**src/rtl/xor_stream_decrypt_if.sv**
```systemverilog
// Byte stream, key and status signals between the decryptor and its
// ciphertext source / plaintext sink.
interface xor_stream_decrypt_if;
  logic        key_load;
  logic [7:0]  key_in;
  logic        ct_valid;
  logic [7:0]  ct_data;
  logic        ct_ready;
  logic        pt_valid;
  logic [7:0]  pt_data;
  logic        pt_ready;
  logic        key_err;
  logic [15:0] byte_count;

  modport master (
    output key_load, key_in, ct_valid, ct_data, pt_ready,
    input  ct_ready, pt_valid, pt_data, key_err, byte_count
  );

  modport slave (
    input  key_load, key_in, ct_valid, ct_data, pt_ready,
    output ct_ready, pt_valid, pt_data, key_err, byte_count
  );
endinterface

```
**src/rtl/xor_stream_decrypt.sv**
```systemverilog
// Stream decryptor: XORs each accepted ciphertext byte with a key-seeded
// 8-bit Galois LFSR keystream and holds the result in an output register.
module xor_stream_decrypt #(
  parameter logic [7:0] KEY_DEFAULT = 8'h55,
  parameter logic [7:0] TAPS        = 8'hB8
) (
  input logic              CLOCK_50,
  input logic              RESET,
  xor_stream_decrypt_if.slave bus
);

  typedef enum logic {
    ST_RUN    = 1'b0,
    ST_RESEED = 1'b1
  } state_t;

  state_t      state_q, state_d;
  logic [7:0]  ks_q, ks_d;
  logic        pt_valid_q, pt_valid_d;
  logic [7:0]  pt_data_q, pt_data_d;
  logic        key_err_q, key_err_d;
  logic [15:0] byte_count_q, byte_count_d;

  logic       ct_ready;
  logic       accept;
  logic [7:0] ks_step;
  logic [7:0] seed;

  // Ready looks straight through to pt_ready so a draining sink keeps full rate.
  assign ct_ready = (state_q == ST_RUN) && !bus.key_load && (!pt_valid_q || bus.pt_ready);
  assign accept   = bus.ct_valid && ct_ready;
  assign ks_step  = ks_q[0] ? ((ks_q >> 1) ^ TAPS) : (ks_q >> 1);
  // A zero seed would lock the LFSR at zero, so fall back to the default key.
  assign seed     = (bus.key_in == 8'd0) ? KEY_DEFAULT : bus.key_in;

  always_comb begin
    state_d      = ST_RUN;
    ks_d         = ks_q;
    pt_valid_d   = pt_valid_q;
    pt_data_d    = pt_data_q;
    key_err_d    = key_err_q;
    byte_count_d = byte_count_q;

    if (bus.key_load) begin
      state_d      = ST_RESEED;
      ks_d         = seed;
      key_err_d    = (bus.key_in == 8'd0);
      byte_count_d = 16'd0;
      pt_valid_d   = 1'b0;
    end else if (accept) begin
      pt_data_d  = bus.ct_data ^ ks_q;
      pt_valid_d = 1'b1;
      ks_d       = ks_step;
      if (byte_count_q != 16'hFFFF) begin
        byte_count_d = byte_count_q + 16'd1;
      end
    end else if (bus.pt_ready) begin
      pt_valid_d = 1'b0;
    end
  end

  always_ff @(posedge CLOCK_50 or posedge RESET) begin
    if (RESET) begin
      state_q      <= ST_RUN;
      ks_q         <= KEY_DEFAULT;
      pt_valid_q   <= 1'b0;
      pt_data_q    <= 8'd0;
      key_err_q    <= 1'b0;
      byte_count_q <= 16'd0;
    end else begin
      state_q      <= state_d;
      ks_q         <= ks_d;
      pt_valid_q   <= pt_valid_d;
      pt_data_q    <= pt_data_d;
      key_err_q    <= key_err_d;
      byte_count_q <= byte_count_d;
    end
  end

  assign bus.ct_ready   = ct_ready;
  assign bus.pt_valid   = pt_valid_q;
  assign bus.pt_data    = pt_data_q;
  assign bus.key_err    = key_err_q;
  assign bus.byte_count = byte_count_q;

endmodule
```
**src/flat_wrapper.sv**
```systemverilog
// flat-port wrapper written by rule: the top's interface ports become plain ports
module xor_stream_decrypt_flat 
#(
  parameter logic [7:0] KEY_DEFAULT = 8'h55,
  parameter logic [7:0] TAPS        = 8'hB8
)
  (CLOCK_50, RESET, bus_key_load, bus_key_in, bus_ct_valid, bus_ct_data, bus_pt_ready, bus_ct_ready, bus_pt_valid, bus_pt_data, bus_key_err, bus_byte_count);
  xor_stream_decrypt_if bus_i ();
  input logic CLOCK_50;
  input logic RESET;
  input wire logic [$bits(bus_i.key_load)-1:0] bus_key_load;
  input wire logic [$bits(bus_i.key_in)-1:0] bus_key_in;
  input wire logic [$bits(bus_i.ct_valid)-1:0] bus_ct_valid;
  input wire logic [$bits(bus_i.ct_data)-1:0] bus_ct_data;
  input wire logic [$bits(bus_i.pt_ready)-1:0] bus_pt_ready;
  output wire logic [$bits(bus_i.ct_ready)-1:0] bus_ct_ready;
  output wire logic [$bits(bus_i.pt_valid)-1:0] bus_pt_valid;
  output wire logic [$bits(bus_i.pt_data)-1:0] bus_pt_data;
  output wire logic [$bits(bus_i.key_err)-1:0] bus_key_err;
  output wire logic [$bits(bus_i.byte_count)-1:0] bus_byte_count;
  assign bus_i.key_load = bus_key_load;
  assign bus_i.key_in = bus_key_in;
  assign bus_i.ct_valid = bus_ct_valid;
  assign bus_i.ct_data = bus_ct_data;
  assign bus_i.pt_ready = bus_pt_ready;
  assign bus_ct_ready = bus_i.ct_ready;
  assign bus_pt_valid = bus_i.pt_valid;
  assign bus_pt_data = bus_i.pt_data;
  assign bus_key_err = bus_i.key_err;
  assign bus_byte_count = bus_i.byte_count;
  xor_stream_decrypt #(.KEY_DEFAULT(KEY_DEFAULT), .TAPS(TAPS)) u_core (.CLOCK_50(CLOCK_50), .RESET(RESET), .bus(bus_i));
endmodule
```
**config.mk**
```make
export PLATFORM = sky130hd
export DESIGN_NAME = xor_stream_decrypt_flat
export DESIGN_NICKNAME = d
export VERILOG_FILES = /design/src/rtl/xor_stream_decrypt_if.sv /design/src/rtl/xor_stream_decrypt.sv /design/src/flat_wrapper.sv
export SDC_FILE = /design/constraint.sdc
export NUM_CORES = 1
export LEC_CHECK = 0
export CAP_MARGIN = 0
export CORE_UTILIZATION = 37
export CTS_CLUSTER_DIAMETER = 120
export DETAILED_ROUTE_END_ITERATION = 8
export GPL_ROUTABILITY_DRIVEN = 0
export GPL_TIMING_DRIVEN = 0
export PLACE_DENSITY = 0.67
export SKIP_LAST_GASP = 1
export SYNTH_ARGS = -nofsm -noshare
export SYNTH_HDL_FRONTEND = slang
export SYNTH_SLANG_ARGS = --single-unit
```
**constraint.sdc**
```tcl
create_clock -name CLOCK_50 -period 3.9 [get_ports CLOCK_50]
set_input_delay 0.78 -clock CLOCK_50 [delete_from_list [all_inputs] [get_ports CLOCK_50]]
set_output_delay 0.78 -clock CLOCK_50 [all_outputs]
set_load 0.01 [all_outputs]
```
==> results.md <==
- Status: finished, violations left
- Failing checks: DRC
- Share of the synthesized area in the top cell type: 0.430
- Register bit total from synthesis: 35
- Starting Density: 0.382
- CP arrival: 2.21 ns
- CP Buf/Inv Count: 2
- Grt total ovfl: 0
- Max-slew violations: 0
- DRC violations left: 1
- Cell Count, Final, Fillers Out: 309
- WL/cell: 14.6 µm
- Type of origin of the critical path: input port
- CP max stage delay: 0.54 ns
- Sequential cell area fraction in the yosys report: 0.488
- # port buffers: 47
- Multiplexer area fraction after synthesis: 0.0277
- Cell taking the most area after synthesis: dfrtp_1
- Mapped Nets: 208
- Compound-Gate Fraction of Synth Area: 0.191
- Crit path max-delay family: buffers and inverters
- Max frequency: 335 MHz
- Worst Setup End Kind: primary output
- Met2 WL: 2130 µm
- Vias per cell: 5.35
- Final hold vios: 0
- Fillers: 446
- Final setup violation count: 0
- Die W: 71.9 µm
- Gr usage total: 0.190
- Synth top area cells: dfrtp_1 (43%), dfstp_2 (5.8%), o21ai_0 (5.5%)
- Crit share post-route: 0.766
- Fraction of registers with async set/reset: 1.00
- Mapped Area: 1810 µm²
- Met3 Routed Length: 204 µm
- Largest family of logic cells by synthesized area: simple AND/OR/NAND/NOR gates
- Share of layout cells above drive strength 1: 0.0744
- Total negative slack: 0 ns
- Drt pass-1 iters: 8
- CTS Buf Count: 5
- Diodes inserted: 0
- Place WS: 0.901 ns
- Initial antenna violation count: 0
- Crit path max fanout: 5
- Dpl cell area: 2390 µm²
- Crit path time final: 2.99 ns
- Cts hold-fix bufs: 0
- Max-cap viol count: 0
- Worst-skew pair later-pin latency: 0.28 ns
- Top Ports: 48
- WS Path Type: in -> out
- Post-Synth XOR/XNOR Area: 0.0534
- Avg Cell Area, Syn: 9.71 µm²
- First-pass GRT wire length: 7620 µm
- Post-CTS Setup Inserts: 0
- Vias in the first global route: 1497
- RSZ-0062 raised after global routing: false
- CTS Root Cell: clkbuf_8
- Maximum vdd drop: 0.159 mV
- Top Layer Used: met4
- # clock sinks: 35
- Final wirelength: 4520 µm
- Distinct cells, synth: 39
- Top FF cell, synth: dfrtp_1
- Nets: 263
- Met1 WL: 2110 µm
- Post-Synth Adder-Cell Area: 0.00693
- Post-synthesis simple-gate area fraction: 0.199
- Pwr Density: 363 nW/µm²
- Core region area: 4720 µm²
- Cell Chain, Critical Path: clkdlybuf4s50_1 -> nor2_1 -> and2_1 -> clkdlybuf4s50_1
- Relative slew slack: 0.185
- Routed via count: 1652
- Detailed Route Iter0 Violations: 103
- YS warnings: 0
- CTS Buffer Depth: 2
- Die span in y: 71.9 µm
- EDFF count, synth: 0
- Worst hold slack: 0.477 ns
- HPWL after DPL: 3240 µm
- Synth Instances: 186
- H-tree depth: 2
- Crit path top cell by count: clkdlybuf4s50_1
- CTS tree: done
- Crit-path slowest cell: clkdlybuf4s50_1
- Worst-path clk slew: 0.07 ns
- Skew final: 0.00349 ns
- CTS resizes: 0
- Largest net degree at the start of global routing: 19
- Slew @ Worst Pin: 1.21 ns
- Final Cell Area: 2500 µm²
- Hold Crit Class: reg -> reg
- Final WS setup: 0.911 ns
- Die footprint: 5160 µm²
- Lkg Pwr: 0.964 nW
- # rows: 25
- Cells after DPL: 301
- CP required: 3.12 ns
- DRT antenna net count: 0
- Area Growth Syn to Fin: 38.7%
## final timing paths
check                                                     start                              endpoint  slack (ns)  cells past startpoint
setup / recovery                                   bus_key_load                          bus_ct_ready        0.91                      4
min in group asynchronous                                 RESET     u_core.bus.pt_data[5]$_DFFE_PP0P_        0.93                      2
setup reg to reg           u_core.bus.byte_count[0]$_DFFE_PP0P_  u_core.bus.byte_count[6]$_DFFE_PP0P_        1.54                      5
hold / removal                u_core.bus.pt_data[0]$_DFFE_PP0P_     u_core.bus.pt_data[0]$_DFFE_PP0P_        0.48                      2
max in group asynchronous                                 RESET            u_core.ks_q[2]$_DFFE_PP1P_        2.34                      3
hold reg to reg               u_core.bus.pt_data[0]$_DFFE_PP0P_     u_core.bus.pt_data[0]$_DFFE_PP0P_        0.48                      2
## cells in the mapped netlist (2+ instances only)
library cell	count
nor2_1	4
dfstp_2	4
o31ai_1	8
a31oi_1	5
and3_1	3
clkbuf_1	7
nand3_1	9
a2bb2oi_1	3
and4_1	3
xnor2_1	9
a21oi_1	3
o22ai_1	2
nand2_1	24
or4_1	3
dfrtp_1	31
inv_1	5
nand4_1	5
nor4_1	2
o21ai_0	20
xor2_1	2
nor3_1	5
mux2i_1	5
or3_1	2
o311ai_0	5
and2_1	3
## cell type report
cell class / count / area, µm² / share of cell area
sequential: 35 / 881 / 0.352
multi-input combinational: 137 / 863 / 0.345
timing repair buffer: 48 / 498 / 0.199
tap: 67 / 83.8 / 0.0335
clock buffer: 6 / 82.6 / 0.0330
buffer: 9 / 42.5 / 0.0170
clock inverter: 2 / 35.0 / 0.0140
inverter: 5 / 18.8 / 0.00749
## sequential cells by signal (all words and copies together) (netlist names)
| name | cells |
|---|---|
| u_core.bus.byte_count | 16 |
| u_core.bus.key_err | 1 |
| u_core.ks_q | 8 |
| u_core.bus.pt_data | 8 |
| u_core.state_q | 1 |
| u_core.bus.pt_valid | 1 |
## where the power goes
part / leakage, nW / switching [mW] / internal [mW]
combinational: 0.451 / 0.0680 / 0.0875
sequential: 0.452 / 0.0203 / 0.396
clock: 0.0612 / 0.130 / 0.207
total: 0.964 / 0.218 / 0.690
## worst register-to-register path, cell delays in order, from the launching register on
cell,delay [ns]
dfrtp_1,0.44
ha_1,0.24
nand3_1,0.17
nor4_1,0.95
o311ai_0,0.33
o31ai_1,0.13
## stage by stage
step | util | total power [mW]
floorplan | - | 0.494
global placement | 0.500 | 0.574
detailed placement | 0.505 | 0.581
CTS | 0.530 | 0.921
global route | 0.530 | 0.952
finish | 0.530 | 0.909
## cells by family after synthesis
family	count (synthesis)
simple gates	68
compound gates	52
xor+xnor	11
flops	35
mux	5
fa+ha+maj	1
buf+inv	14
## cells in the final DEF, fill, tap and decap left out, drive strengths merged, types with 3 or more instances in the layout
| cell | instances |
|---|---|
| or4 | 3 |
| nor3 | 5 |
| nor2 | 4 |
| clkbuf | 13 |
| dfstp | 4 |
| a31oi | 5 |
| and2 | 3 |
| o311ai | 5 |
| buf | 3 |
| xnor2 | 9 |
| dfrtp | 31 |
| nand4 | 6 |
| o31ai | 8 |
| a2bb2oi | 3 |
| and4 | 3 |
| mux2i | 5 |
| and3 | 3 |
| clkdlybuf4s50 | 47 |
| o21ai | 23 |
| nand2 | 24 |
| inv | 5 |
| nand3 | 9 |
| a21oi | 3 |
## routing by layer
layer	track usage	vias to the layer above
li1	-	806
met1	0.272	790
met2	0.290	49
met3	0.0394	7
met4	0.0610	0
met5	0	-
Power figures use the tool's default switching activity.
